<file path="src/rtl/bcd_updown_counter_pkg.sv">
// Shared constants and helpers for the BCD counter and the downstream
// BCD-to-Gray converter checks.
package bcd_updown_counter_pkg;

    localparam int          BCD_W   = 4;
    localparam logic [3:0]  BCD_MAX = 4'd9;

    function automatic logic is_bcd(input logic [BCD_W-1:0] digit);
        return digit <= BCD_MAX;
    endfunction

endpackage

</file>
<file path="src/rtl/bcd_updown_counter_if.sv">
// Request/response bundle of the BCD counter: step/load controls in,
// registered count with valid/ready handshake and status pulses out.
interface bcd_updown_counter_if #(
    parameter int NDIGITS = 2
);
    import bcd_updown_counter_pkg::*;

    logic                       en;
    logic                       up;
    logic                       load;
    logic [BCD_W*NDIGITS-1:0]   load_val;
    logic [BCD_W*NDIGITS-1:0]   bcd;
    logic                       out_valid;
    logic                       out_ready;
    logic                       tc;
    logic                       err;

    modport master (
        input  en, up, load, load_val, out_ready,
        output bcd, out_valid, tc, err
    );

    modport slave (
        output en, up, load, load_val, out_ready,
        input  bcd, out_valid, tc, err
    );

endinterface

</file>
<file path="src/rtl/bcd_updown_counter_digit.sv">
// One BCD digit of the ripple chain: applies carry (up) or borrow (down)
// and reports wrap-around to the next digit. Purely combinational.
module bcd_digit
    import bcd_updown_counter_pkg::*;
(
    input  logic [BCD_W-1:0] digit,
    input  logic             up,
    input  logic             cin,
    output logic [BCD_W-1:0] next_digit,
    output logic             cout
);

    always_comb begin
        next_digit = digit;
        cout       = 1'b0;
        if (cin) begin
            if (up) begin
                if (digit >= BCD_MAX) begin
                    next_digit = '0;
                    cout       = 1'b1;
                end else begin
                    next_digit = digit + 4'd1;
                end
            end else begin
                if (digit == '0) begin
                    next_digit = BCD_MAX;
                    cout       = 1'b1;
                end else begin
                    next_digit = digit - 4'd1;
                end
            end
        end
    end

endmodule

</file>
<file path="src/rtl/bcd_updown_counter.sv">
// Multi-digit BCD up/down counter with parallel load, registered output
// under valid/ready backpressure, and terminal-count / load-error pulses.
module bcd_updown_counter
    import bcd_updown_counter_pkg::*;
#(
    parameter int NDIGITS = 2
) (
    input  logic                  clk,
    input  logic                  rst_n,
    bcd_updown_counter_if.master  bus
);

    localparam int W = BCD_W * NDIGITS;

    logic [W-1:0]     bcd_q;
    logic [W-1:0]     bcd_step;
    logic [NDIGITS:0] carry;
    logic             valid_q;
    logic             tc_q;
    logic             err_q;
    logic             stall;
    logic             load_ok;

    assign stall    = valid_q && !bus.out_ready;
    assign carry[0] = 1'b1;

    for (genvar g = 0; g < NDIGITS; g++) begin : g_digit
        bcd_digit u_digit (
            .digit      (bcd_q[g*BCD_W +: BCD_W]),
            .up         (bus.up),
            .cin        (carry[g]),
            .next_digit (bcd_step[g*BCD_W +: BCD_W]),
            .cout       (carry[g+1])
        );
    end

    always_comb begin
        load_ok = 1'b1;
        for (int i = 0; i < NDIGITS; i++) begin
            if (!is_bcd(bus.load_val[i*BCD_W +: BCD_W])) load_ok = 1'b0;
        end
    end

    // Without a stall, any value still marked valid is being accepted this
    // edge, so clearing valid_q on non-updating branches drops only consumed data.
    always_ff @(posedge clk) begin
        if (!rst_n) begin
            bcd_q   <= '0;
            valid_q <= 1'b0;
            tc_q    <= 1'b0;
            err_q   <= 1'b0;
        end else if (stall) begin
            tc_q  <= 1'b0;
            err_q <= 1'b0;
        end else if (bus.load) begin
            tc_q <= 1'b0;
            if (load_ok) begin
                bcd_q   <= bus.load_val;
                valid_q <= 1'b1;
                err_q   <= 1'b0;
            end else begin
                valid_q <= 1'b0;
                err_q   <= 1'b1;
            end
        end else if (bus.en) begin
            bcd_q   <= bcd_step;
            valid_q <= 1'b1;
            tc_q    <= carry[NDIGITS];
            err_q   <= 1'b0;
        end else begin
            valid_q <= 1'b0;
            tc_q    <= 1'b0;
            err_q   <= 1'b0;
        end
    end

    assign bus.bcd       = bcd_q;
    assign bus.out_valid = valid_q;
    assign bus.tc        = tc_q;
    assign bus.err       = err_q;

endmodule

</file>
<file path="src/flat_wrapper.sv">
// flat-port wrapper written by rule: the top's interface ports become plain ports
module bcd_updown_counter_flat import bcd_updown_counter_pkg::*;
#(
    parameter int NDIGITS = 2
)
  (clk, rst_n, bus_en, bus_up, bus_load, bus_load_val, bus_out_ready, bus_bcd, bus_out_valid, bus_tc, bus_err);
  bcd_updown_counter_if #(.NDIGITS(NDIGITS)) bus_i ();
  input  logic clk;
  input  logic rst_n;
  input wire logic [$bits(bus_i.en)-1:0] bus_en;
  input wire logic [$bits(bus_i.up)-1:0] bus_up;
  input wire logic [$bits(bus_i.load)-1:0] bus_load;
  input wire logic [$bits(bus_i.load_val)-1:0] bus_load_val;
  input wire logic [$bits(bus_i.out_ready)-1:0] bus_out_ready;
  output wire logic [$bits(bus_i.bcd)-1:0] bus_bcd;
  output wire logic [$bits(bus_i.out_valid)-1:0] bus_out_valid;
  output wire logic [$bits(bus_i.tc)-1:0] bus_tc;
  output wire logic [$bits(bus_i.err)-1:0] bus_err;
  assign bus_i.en = bus_en;
  assign bus_i.up = bus_up;
  assign bus_i.load = bus_load;
  assign bus_i.load_val = bus_load_val;
  assign bus_i.out_ready = bus_out_ready;
  assign bus_bcd = bus_i.bcd;
  assign bus_out_valid = bus_i.out_valid;
  assign bus_tc = bus_i.tc;
  assign bus_err = bus_i.err;
  bcd_updown_counter #(.NDIGITS(NDIGITS)) u_core (.clk(clk), .rst_n(rst_n), .bus(bus_i));
endmodule
</file>
<file path="config.mk">
export PLATFORM = sky130hd
export DESIGN_NAME = bcd_updown_counter_flat
export DESIGN_NICKNAME = d
export VERILOG_FILES = /design/src/rtl/bcd_updown_counter_pkg.sv /design/src/rtl/bcd_updown_counter_if.sv /design/src/rtl/bcd_updown_counter_digit.sv /design/src/rtl/bcd_updown_counter.sv /design/src/flat_wrapper.sv
export SDC_FILE = /design/constraint.sdc
export NUM_CORES = 1
export LEC_CHECK = 0
export ABC_AREA = 1
export BUFFER_PORTS_ARGS = -buffer_cell sky130_fd_sc_hd__buf_4
export CAP_MARGIN = 20
export CELL_PAD_IN_SITES_DETAIL_PLACEMENT = 0
export CELL_PAD_IN_SITES_GLOBAL_PLACEMENT = 1
export CORE_MARGIN = 2
export CORE_UTILIZATION = 37
export DETAILED_ROUTE_END_ITERATION = 10
export GPL_ROUTABILITY_DRIVEN = 0
export PLACE_DENSITY_LB_ADDON = 0.1
export SLEW_MARGIN = 20
export SYNTH_ARGS = -nofsm -noshare
export SYNTH_HDL_FRONTEND = slang
export SYNTH_HIERARCHICAL = 1
export SYNTH_SLANG_ARGS = --single-unit
</file>
<file path="constraint.sdc">
create_clock -name clk -period 2.5 [get_ports clk]
set_input_delay 0.5 -clock clk [delete_from_list [all_inputs] [get_ports clk]]
set_output_delay 0.5 -clock clk [all_outputs]
set_load 0.1 [all_outputs]
</file>
==> results.cfg <==
[cells_and_area]
area_delta_synth_final_pct = 21.9
layout.cell_area.non_filler_um2 = 1500
fin_util_pct = 48.5
multi_input_area_um2 = 873
layout.nets = 263
antenna_cells_inserted = 0
final-instance-count-excl-fill = 284
final_layout_size_suffix_gt1_share_pct = 22.5
num-fill-cells = 354
layout.area.seq_um2 = 226

[floorplan]
die_width_um = 61.7
io_pins = 25
design.die.area_um2 = 3810
num_rows = 20
start_util_pct = 39.8
core_region_area_um2 = 3100
die_height_um = 61.7

[cts]
cts_setup_buffers = 0
tritoncts_num_sinks = 11
post_cts_resize_count = 0
cts_hold_buf = 0
clock-root-buffer = clkbuf_4
tritoncts_buffers = 3
htreeDepth = 1
clkLatencyLatePin_ns = 0.26
cts_max_path_buffers = 2
tritoncts = built
path_clk_slew_ns = 0.07

[grt]
grt_max_degree = 19
grt_use_total_pct = 17.2
grt_pass1_vias = 1112
overflow = 0
grt_first_pass_wirelength_mm = 4.92
antenna_found_initial = 0

[placement]
place.port_buffers = 24
dpl_cell_area_um2 = 1480
dp.final_hpwl_mm = 2.30
dp_cells = 280

[synth]
post_synth.cell_area_avg_um2 = 5.93
synth_top_cell_by_area = dfxtp_1
synth_warnings = 6
synthesis.area_um2 = 1230
synth.area.top_cells = dfxtp_1 18%, nand2_1 14%, nor2_1 12%, inv_1 10%, ha_1 8.1%
yosys_register_bits = 11
synth_top_cell_area_share_pct = 17.8
synthesis.instances = 208
yosys.cell_types.count = 25
synth.yosys.seq_area_share_pct = 17.8

[route]
detail_route.iter0.violations = 58
detailroute.via_count = 1270
post_drt_via_cell_ratio = 4.47
dr.pass1.iters = 4
routed_len_inst_um = 10.3
route.layer.met1.wl_mm = 1.51
drt_wl_total_mm = 2.92
wl_met2_mm = 1.31
highest_layer = met4
route.detailed.drc = 0
met3RoutedLength_um = 86
postRouteAntennaNets = 0

[outcome]
run_status = completed

[critical_path]
cpMostUsedCell = nor2_1
critical_path.slowest_cell = dfxtp_4
critical_path.max_fanout = 8
worstSetupPathType = register to register
worst_setup_path_end_kind = register
critical-path-max-stage-delay_ns = 0.37
critical_path.cell_chain = inv_1 -> ha_1 -> nand3_2 -> nand2_2 -> nand2_2 -> nor2_1 -> inv_1 -> a21oi_1 -> o21ai_0 -> nand2_1 -> a21oi_2 -> inv_1 -> nor2_1 -> nor2_1 -> nand4_1 -> nand2_1 -> nor2_1
worstPathRequired_ns = 2.66
start_kind = register
arrival_ns = 2.17
critical_path_buf_inv_count = 3
cpLargestDelayFamily = simple AND/OR/NAND/NOR gates

[hold_path]
min-delay-path-class = primary input to register

[timing]
final-max-slew-violation-count = 0
finalCritPeriodShare_pct = 80.2
setup_total_negative_slack_ns = 0
final.min_clock_period_ns = 2.00
report.final.setup_viol = 0
grt_setup_unrepaired = no
clock-skew-final_ns = 0.00161
report.final.hold_viol_count = 0
max_clock_freq_ghz = 0.499

[power]
p_total_mw = 0.779
p_leak_nw = 0.829
vdd.ir_drop.worst_v = 0.000370
pwr_density_cell_nw_per_um2 = 518

[run]
max_cap_viol_count = 0
## power breakdown
group	total, mW	switching [mW]	internal [mW]
combinational	0.431	0.298	0.132
sequential	0.227	0.0335	0.193
clock	0.122	0.0600	0.0616
total	0.779	0.392	0.387
## stage by stage
stage	hold WS (ns)	setup WS, ns
2_1_floorplan	0.643	0.0266
3_3_place_gp	0.524	0.570
3_5_place_dp	0.526	0.507
4_1_cts	0.497	0.491
5_1_grt	0.523	0.240
6_report	0.498	0.496
## worst reg2reg max path, cell delays in order (launching register included)
cell and delay (ns):
dfxtp_4 0.37, inv_1 0.13, ha_1 0.22, nand3_2 0.12, nand2_2 0.08, nand2_2 0.05, nor2_1 0.17, inv_1 0.08
a21oi_1 0.10, o21ai_0 0.09, nand2_1 0.08, a21oi_2 0.06, inv_1 0.05, nor2_1 0.03, nor2_1 0.09, nand4_1 0.09
nand2_1 0.08, nor2_1 0.03
## path summary, 6_finish.rpt
check / from / end / slack [ns] / depth (start not counted)
worst min-delay path: bus_en / u_core/bus.tc$_SDFF_PP0_ / 0.50 / 3
worst max-delay path: u_core/bus.bcd[0]$_SDFFE_PN0P_ / u_core/bus.bcd[6]$_SDFFE_PN0P_ / 0.50 / 17
worst max register to register: u_core/bus.bcd[0]$_SDFFE_PN0P_ / u_core/bus.bcd[6]$_SDFFE_PN0P_ / 0.50 / 17
worst min register to register: u_core/bus.bcd[1]$_SDFFE_PN0P_ / u_core/bus.bcd[1]$_SDFFE_PN0P_ / 0.54 / 2
## layout by cell type, fill, tap and decap left out
cell      instances
dfxtp_4           1
buf_4            25
inv_2             3
nand4_1          10
nand3b_1          1
nand3_2           6
a21oi_1           7
a21oi_2           2
conb_1            8
nor3_1            2
nor2_2            4
nand2_2           6
nand3_1           8
o211ai_1          4
inv_1            33
nand2_1          47
nor2_1           40
dfxtp_2           2
nand3_4           1
xor2_1            2
clkbuf_1          1
nor2_8            1
dfxtp_1           8
or2_1             1
clkbuf_4          3
ha_1              8
o21ai_0           6
## layer usage
metal | up-vias | global-route usage [%]
li1 | 709 | -
met1 | 534 | 25.3
met2 | 25 | 26.9
met3 | 2 | 1.45
met4 | 0 | 4.56
met5 | - | 0
## kinds of logic after synthesis
logic type,share of synthesized area [%]
adder cells (fa/ha/maj),8.11
flip-flops,17.8
XOR/XNOR,1.42
other,0.304
AND/OR/NAND/NOR,49.7
AO/OA/AOI/OAI,9.13
buffers and inverters,13.5
## synthesized netlist by cell type, drive strengths merged
master and instances:
buf 4, or2 1, nand3 15, ha 8
a21oi 9, dfxtp 11, inv 36, xor2 2
o211ai 4, o21ai 6, conb 1, nand2 53
nor2 45, nor3 2, nand4 10, nand3b 1
## final cells by class
cell class / instances / area share (%)
clock buffers: 4 / 1.75
inverters: 36 / 8.99
multi-input cells: 164 / 58.1
flip-flops and latches: 11 / 15.1
well taps: 44 / 3.66
repair buffers: 25 / 12.5
## flip-flops by register name (all words and copies together), names as in the netlist
| name | cells |
|---|---|
| u_core/bus.err | 1 |
| u_core/bus.out_valid | 1 |
| u_core/bus.tc | 1 |
| u_core/bus.bcd | 8 |
Power figures use the tool's default switching activity.
